### config.mk
export PLATFORM = sky130hd
export DESIGN_NAME = pwl_act_arbiter
export DESIGN_NICKNAME = d
export VERILOG_FILES = /design/src/rtl/pwl_arb_pkg.sv /design/src/rtl/rr_arbiter.sv /design/src/rtl/pwl_act_arbiter.sv
export SDC_FILE = /design/constraint.sdc
export NUM_CORES = 1
export LEC_CHECK = 0
export BUFFER_PORTS_ARGS = -buffer_cell sky130_fd_sc_hd__buf_2
export CELL_PAD_IN_SITES_DETAIL_PLACEMENT = 2
export CELL_PAD_IN_SITES_GLOBAL_PLACEMENT = 2
export CORE_MARGIN = 5
export CORE_UTILIZATION = 28
export DETAILED_ROUTE_END_ITERATION = 8
export PLACE_DENSITY_LB_ADDON = 0.15
export SKIP_CTS_REPAIR_TIMING = 1
export SYNTH_ARGS = -nofsm -noshare
export SYNTH_HDL_FRONTEND = slang
export SYNTH_HIERARCHICAL = 1
export SYNTH_SLANG_ARGS = --single-unit
### constraint.sdc
create_clock -name clk -period 3.2 [get_ports clk]
set_input_delay 0.16 -clock clk [delete_from_list [all_inputs] [get_ports clk]]
set_output_delay 0.16 -clock clk [all_outputs]
set_load 0.01 [all_outputs]
### src/rtl/pwl_arb_pkg.sv
// Shared constants and state encoding for the PWL activation arbiter.
package pwl_arb_pkg;

   localparam int NUM_REQ_DEF = 4;
   localparam int DATA_W_DEF  = 16;
   localparam int TAG_W_DEF   = $clog2(NUM_REQ_DEF);
   localparam int STATS_W     = 16;

   typedef enum logic [1:0] {
      ST_IDLE  = 2'd0,
      ST_RUN   = 2'd1,
      ST_DRAIN = 2'd2
   } arb_state_e;

endpackage

### src/rtl/rr_arbiter.sv
// Combinational round-robin picker: first requesting lane at or after ptr_i wins.
module rr_arbiter #(
   parameter int NUM_REQ = 4,
   parameter int IDX_W   = $clog2(NUM_REQ)
) (
   input  logic [NUM_REQ-1:0] req_i,
   input  logic [IDX_W-1:0]   ptr_i,
   output logic [NUM_REQ-1:0] gnt_o,
   output logic [IDX_W-1:0]   gnt_idx_o,
   output logic               gnt_vld_o
);

   logic [IDX_W-1:0] lane;

   always_comb begin
      gnt_o     = '0;
      gnt_idx_o = '0;
      gnt_vld_o = 1'b0;
      lane      = '0;
      for (int k = 0; k < NUM_REQ; k++) begin
         lane = IDX_W'((int'(ptr_i) + k) % NUM_REQ);
         if (!gnt_vld_o && req_i[lane]) begin
            gnt_o[lane] = 1'b1;
            gnt_idx_o   = lane;
            gnt_vld_o   = 1'b1;
         end
      end
   end

endmodule

### src/rtl/pwl_act_arbiter.sv
// Shares one fixed-latency PWL activation unit between NUM_REQ lanes with a tag pipe.
// Optional per-lane grant counters are enabled by defining PWL_ARB_STATS_EN.
module pwl_act_arbiter
   import pwl_arb_pkg::*;
#(
   parameter int NUM_REQ = NUM_REQ_DEF,
   parameter int DATA_W  = DATA_W_DEF,
   parameter int PWL_LAT = 1
) (
   input  logic                        clk,
   input  logic                        rst_n,
   input  logic                        cfg_en,
   input  logic [NUM_REQ-1:0]          req_valid,
   input  logic [NUM_REQ*DATA_W-1:0]   req_x,
   output logic [NUM_REQ-1:0]          req_ready,
   output logic                        pwl_valid_in,
   output logic signed [DATA_W-1:0]    pwl_x,
   input  logic                        pwl_valid_out,
   input  logic signed [DATA_W-1:0]    pwl_y,
   output logic [NUM_REQ-1:0]          rsp_valid,
   output logic signed [DATA_W-1:0]    rsp_y,
   output logic                        busy,
   output logic                        err
`ifdef PWL_ARB_STATS_EN
   ,
   output logic [NUM_REQ*STATS_W-1:0]  grant_cnt
`endif
);

   localparam int TAG_W = $clog2(NUM_REQ);
   localparam int CNT_W = $clog2(PWL_LAT + 2);

   arb_state_e                state_q, state_d;
   logic [TAG_W-1:0]          rr_ptr_q, rr_ptr_d;
   logic [CNT_W-1:0]          cnt_q, cnt_d;
   logic                      err_q, err_d;
   logic                      pwl_vld_q;
   logic signed [DATA_W-1:0]  pwl_x_q, sel_x;
   logic [NUM_REQ-1:0]        rsp_vld_q, rsp_vld_d;
   logic signed [DATA_W-1:0]  rsp_y_q;

   // Stage 0 is aligned with pwl_valid_in; stage PWL_LAT with pwl_valid_out.
   logic                      tag_vld_q [PWL_LAT+1];
   logic [TAG_W-1:0]          tag_idx_q [PWL_LAT+1];

   logic [NUM_REQ-1:0]        gnt;
   logic [TAG_W-1:0]          gnt_idx;
   logic                      gnt_vld;
   logic                      grant_en, accept, exit_vld, fire;

   rr_arbiter #(
      .NUM_REQ (NUM_REQ),
      .IDX_W   (TAG_W)
   ) u_rr (
      .req_i     (req_valid),
      .ptr_i     (rr_ptr_q),
      .gnt_o     (gnt),
      .gnt_idx_o (gnt_idx),
      .gnt_vld_o (gnt_vld)
   );

   assign grant_en  = (state_q == ST_RUN);
   assign req_ready = grant_en ? gnt : '0;
   assign accept    = grant_en & gnt_vld;
   assign exit_vld  = tag_vld_q[PWL_LAT];
   assign fire      = exit_vld & pwl_valid_out;

   always_comb begin
      sel_x = '0;
      for (int i = 0; i < NUM_REQ; i++) begin
         if (gnt[i]) sel_x = req_x[i*DATA_W +: DATA_W];
      end
   end

   always_comb begin
      rr_ptr_d = rr_ptr_q;
      if (accept) begin
         rr_ptr_d = (gnt_idx == TAG_W'(NUM_REQ - 1)) ? '0 : gnt_idx + TAG_W'(1);
      end
      cnt_d     = cnt_q + CNT_W'(accept) - CNT_W'(exit_vld);
      err_d     = err_q | (pwl_valid_out ^ exit_vld);
      rsp_vld_d = '0;
      if (fire) rsp_vld_d[tag_idx_q[PWL_LAT]] = 1'b1;
   end

   always_comb begin
      state_d = state_q;
      case (state_q)
         ST_IDLE:  if (cfg_en) state_d = ST_RUN;
         ST_RUN:   if (!cfg_en) state_d = (cnt_d != '0) ? ST_DRAIN : ST_IDLE;
         ST_DRAIN: begin
            if (cfg_en)              state_d = ST_RUN;
            else if (cnt_d == '0)    state_d = ST_IDLE;
         end
         default:  state_d = ST_IDLE;
      endcase
   end

   always_ff @(posedge clk or negedge rst_n) begin
      if (!rst_n) begin
         state_q   <= ST_IDLE;
         rr_ptr_q  <= '0;
         cnt_q     <= '0;
         err_q     <= 1'b0;
         pwl_vld_q <= 1'b0;
         pwl_x_q   <= '0;
         rsp_vld_q <= '0;
         rsp_y_q   <= '0;
         for (int s = 0; s <= PWL_LAT; s++) begin
            tag_vld_q[s] <= 1'b0;
            tag_idx_q[s] <= '0;
         end
      end else begin
         state_q      <= state_d;
         rr_ptr_q     <= rr_ptr_d;
         cnt_q        <= cnt_d;
         err_q        <= err_d;
         pwl_vld_q    <= accept;
         if (accept) pwl_x_q <= sel_x;
         rsp_vld_q    <= rsp_vld_d;
         if (fire) rsp_y_q <= pwl_y;
         tag_vld_q[0] <= accept;
         tag_idx_q[0] <= gnt_idx;
         for (int s = 1; s <= PWL_LAT; s++) begin
            tag_vld_q[s] <= tag_vld_q[s-1];
            tag_idx_q[s] <= tag_idx_q[s-1];
         end
      end
   end

   assign pwl_valid_in = pwl_vld_q;
   assign pwl_x        = pwl_x_q;
   assign rsp_valid    = rsp_vld_q;
   assign rsp_y        = rsp_y_q;
   assign busy         = (state_q != ST_IDLE);
   assign err          = err_q;

`ifdef PWL_ARB_STATS_EN
   logic [STATS_W-1:0] gcnt_q [NUM_REQ];

   // Counters saturate so long runs never wrap back to small values.
   always_ff @(posedge clk or negedge rst_n) begin
      if (!rst_n) begin
         for (int i = 0; i < NUM_REQ; i++) gcnt_q[i] <= '0;
      end else begin
         for (int i = 0; i < NUM_REQ; i++) begin
            if (accept && gnt[i] && (gcnt_q[i] != '1)) gcnt_q[i] <= gcnt_q[i] + STATS_W'(1);
         end
      end
   end

   for (genvar g = 0; g < NUM_REQ; g++) begin : g_cnt
      assign grant_cnt[g*STATS_W +: STATS_W] = gcnt_q[g];
   end
`endif

endmodule
==> tab_implementation.tex <==
\begin{tabular}{lr}
\hline
Metric & Value \\
\hline
\multicolumn{2}{l}{\textbf{Outcome}} \\
\quad Outcome & finished with violations \\
\quad Violated checks & hold timing \\
\multicolumn{2}{l}{\textbf{Logic synthesis}} \\
\quad Fraction of registers with async set/reset & 1.00 \\
\quad Most frequent cell after synthesis & dfrtp\_1 \\
\quad Cell type with the largest total area after synthesis & dfrtp\_1 \\
\quad Netlist Area Pre-Place & around 2900 um2 \\
\quad Seq/Total Area, Yosys & 0.420 \\
\quad Main area contributors after synthesis & dfrtp\_1 42\%, a221oi\_2 8.2\%, mux2\_2 6.9\% \\
\quad Number of nets in the synthesized netlist & 367 \\
\quad Yosys warning total & 6 \\
\quad Most instantiated cells after synthesis & 49 x dfrtp\_1, 38 x nand2\_1, 21 x inv\_1, 18 x mux2\_2, 17 x a21oi\_1 \\
\quad Avg Inst Size Synth & between 10 and 15 um2 \\
\quad Mapped Cells & 270 \\
\quad Count of flip-flops with a built-in enable after synthesis & 0 \\
\quad Most used DFF post-synth & dfrtp\_1 \\
\quad Share of the synthesized area in the top cell type & 0.420 \\
\quad Flip-flop and latch count after synthesis & 49 \\
\quad Post-synth cell types & 39 \\
\multicolumn{2}{l}{\textbf{CTS}} \\
\quad CTS tree & built \\
\quad Deepest clock path buffer count & 2 \\
\quad Clock transition at the registers of the reported paths & 0.10 ns \\
\quad Clock sink total & slightly below 50 \\
\quad Total number of H-tree levels & 2 \\
\quad Clk Tree Root Cell & clkbuf\_8 \\
\quad Clock latency on the worst-skew pair & $\sim$0.3 ns \\
\quad Number of buffers created by CTS & 5 \\
\multicolumn{2}{l}{\textbf{Critical path}} \\
\quad Data required time at the worst endpoint & 3.04 ns \\
\quad Kind of capture point of the worst setup path & output pin \\
\quad Reg2reg start & rr\_ptr\_q[1]\$\_DFFE\_PN0P\_ \\
\quad Endpoint of the worst-slack reg-to-reg timing path & pwl\_x[2]\$\_DFFE\_PN0P\_ \\
\quad Cell depth of the worst flop-to-flop path & 9 \\
\quad Critical path type & flop to output pin \\
\quad Data arrival time of the critical path & about 2.8 ns \\
\quad Maximum net fanout on the critical path & 17 \\
\quad Startpoint type of the worst setup path & flop \\
\quad Setup slack on the worst flop-to-flop path & about 0.22 ns \\
\multicolumn{2}{l}{\textbf{Timing}} \\
\quad Max Clock Skew & roughly 0.006 ns \\
\quad Final setup TNS & 0 ns \\
\quad Hold slack & -0.0394 ns \\
\quad Number of setup violations in the final report & 0 \\
\quad Slew Limit Headroom & 0.258 \\
\quad Final-report hold violation count & 37 \\
\quad Part of the cycle the worst path needs & 0.938 \\
\quad RSZ-0062 raised after global routing & false \\
\quad Top achievable clock speed & about 330 MHz \\
\quad Transition time at the pin with the least slew margin & $\sim$1.1 ns \\
\quad Max-slew violation count & 0 \\
\quad Shortest clock period the worst path allows after layout & roughly 3.0 ns \\
\multicolumn{2}{l}{\textbf{GRT}} \\
\quad Initial antenna violation count & 0 \\
\quad Vias in the first global route & roughly 2,800 \\
\quad Maximum number of pins on one net before global-route repair & 39 \\
\quad Overall track demand over capacity in global routing & 0.143 \\
\quad First-pass GRT wire length & approximately 15 mm \\
\quad Total congestion overflow & 0 \\
\multicolumn{2}{l}{\textbf{Placement}} \\
\quad Placed cell count & about 520 \\
\quad Post-place instance area & approximately 3700 um2 \\
\quad Placer congestion estimate & 0.763 \\
\quad Half-perimeter wire length after detailed placement & about 7.1 mm \\
\quad PortBufs & between 100 and 150 \\
\multicolumn{2}{l}{\textbf{Final layout}} \\
\quad FF+latch area & between 1000 and 1500 um2 \\
\quad Final net count & 500 \\
\quad Area Overhead vs Synth & 32.4\% \\
\quad Final core utilization & 0.377 \\
\quad Fill cells & around 1,100 \\
\quad Post-route cell area & about 3900 um2 \\
\quad Ant diodes & 0 \\
\quad Number of non-filler instances in the completed layout & 540 \\
\quad Total area of multi-input combinational cells & between 1500 and 2000 um2 \\
\quad Layout cells sized above 1 & 0.495 \\
\multicolumn{2}{l}{\textbf{Floorplanning}} \\
\quad Number of placement rows & 37 \\
\quad Height of the die & between 100 and 150 um \\
\quad Horizontal die dimension & around 110 um \\
\quad Placeable Area & between 10,000 and 15,000 um2 \\
\quad Starting utilization of the core area & 0.285 \\
\quad Total Die Area & between 10,000 and 15,000 um2 \\
\quad I/O pins & between 100 and 150 \\
\multicolumn{2}{l}{\textbf{Power and ir drop}} \\
\quad Tot Pwr & between 4 and 5 mW \\
\quad Max VDD drop & $\sim$0.36 mV \\
\quad Leakage power total & around 1.8 nW \\
\quad Power density over cell area & between 1000 and 1500 nW/um2 \\
\multicolumn{2}{l}{\textbf{Drt}} \\
\quad Number of vias per cell & just under 5 \\
\quad Total iterations of the first detailed-routing run & 4 \\
\quad Detail-routed net length per standard cell & between 15 and 20 um \\
\quad Post-detailed-route DRC marker count & 0 \\
\quad Count of antenna-violating nets left after detailed routing & 0 \\
\quad Overall routed net length & 9.48 mm \\
\quad Initial drt markers & 60 \\
\quad Via count & between 2,000 and 3,000 \\
\multicolumn{2}{l}{\textbf{Job}} \\
\quad Max-cap viol count & 0 \\
\multicolumn{2}{l}{\textbf{Hold path}} \\
\quad Worst hold path type & input port to asynchronous set/reset pin \\
\hline
\end{tabular}
-- worst max-delay path: stages (launching register included) --
cell and delay, ns:
dfrtp_1 0.36, inv_1 0.08, ha_1 0.35, mux4_2 0.32, buf_4 0.19, nor4b_4 0.42, a22oi_1 0.12, o21ai_1 0.10
buf_4 0.26, and2_1 0.18, buf_2 0.13
-- power by group --
group	switching (mW)	internal [mW]
logic	1.54	1.32
registers	0.143	0.911
clock network	0.226	0.156
-- placed cells by master (no fill, tap or decap), types with 2 or more instances in the layout --
| cell type | Yosys | routed |
|---|---|---|
| buf_4 | 9 | 14 |
| dfrtp_1 | 49 | 49 |
| mux4_2 | 2 | 2 |
| a22oi_1 | 8 | 8 |
| xnor2_1 | 3 | 3 |
| o21ai_2 | 0 | 2 |
| a21oi_1 | 17 | 17 |
| mux2_2 | 18 | 18 |
| or2_2 | 2 | 2 |
| nor2_1 | 4 | 4 |
| o21ai_4 | 0 | 2 |
| mux4_1 | 2 | 2 |
| a221oi_2 | 16 | 16 |
| o31ai_1 | 2 | 2 |
| and2_1 | 4 | 4 |
| nand2_1 | 38 | 38 |
| ha_1 | 9 | 9 |
| inv_1 | 21 | 21 |
| o22a_1 | 16 | 16 |
| buf_2 | 8 | 130 |
| nand3b_1 | 16 | 16 |
| clkbuf_8 | 0 | 5 |
-- sequential cells by signal, indices dropped and copies added, names as in the netlist --
register   cells
pwl_x         16
rsp_y         16
rsp_valid      4
tag_idx_q      4
cnt_q          2
rr_ptr_q       2
state_q        2
err            1
exit_vld       1
tag_vld_q      1
-- per-stage QoR --
| stage | hold slack, ns | setup slack, ns |
|---|---|---|
| after floorplan | -0.136 | 0.473 |
| after global placement | 0.322 | 0.245 |
| after detailed placement | 0.335 | 0.118 |
| after CTS | -0.00404 | -0.0991 |
| after global routing | 0.0382 | 0.000667 |
| final | -0.0394 | 0.200 |
-- worst max path at each step --
| stage | slack, ns | from | end |
|---|---|---|---|
| global placement | 0.24 | rr_ptr_q[0]$_DFFE_PN0P_ | pwl_x[13]$_DFFE_PN0P_ |
| finish | 0.20 | rr_ptr_q[1]$_DFFE_PN0P_ | req_ready[0] |
| global route | 0.0007 | rr_ptr_q[0]$_DFFE_PN0P_ | pwl_x[14]$_DFFE_PN0P_ |
| detailed placement | 0.12 | rr_ptr_q[0]$_DFFE_PN0P_ | pwl_x[2]$_DFFE_PN0P_ |
| CTS | -0.1 | rr_ptr_q[0]$_DFFE_PN0P_ | req_ready[2] |
| floorplan | 0.47 | rr_ptr_q[0]$_DFFE_PN0P_ | state_q[1]$_DFFE_PN0P_ |
-- cell type report --
class,instances,share of cell area
Sequential cell,49,0.318
Clock inverter,3,0.00551
Multi-Input combinational cell,179,0.390
Tap cell,136,0.0441
Clock buffer,5,0.0178
Inverter,22,0.0214
Timing Repair Buffer,146,0.204
-- routing by layer --
layer | wire length [um] | global-route usage
met5 | 0 | 0
met4 | 55 | 0.0313
met3 | 421 | 0.0210
met2 | 4820 | 0.260
met1 | 4180 | 0.179
-- kinds of logic (layout without fill, tap and decap cells) --
family          count (synthesis)  count (layout)  synth area share
simple gates                   74              74             0.142
compound gates                 69              70             0.208
flops                          49              49             0.420
buf+inv                        43             176            0.0755
mux                            23              23             0.106
fa+ha+maj                       9               9            0.0386
xor+xnor                        3               3           0.00901
No activity file was read; power rests on OpenSTA's default activity.
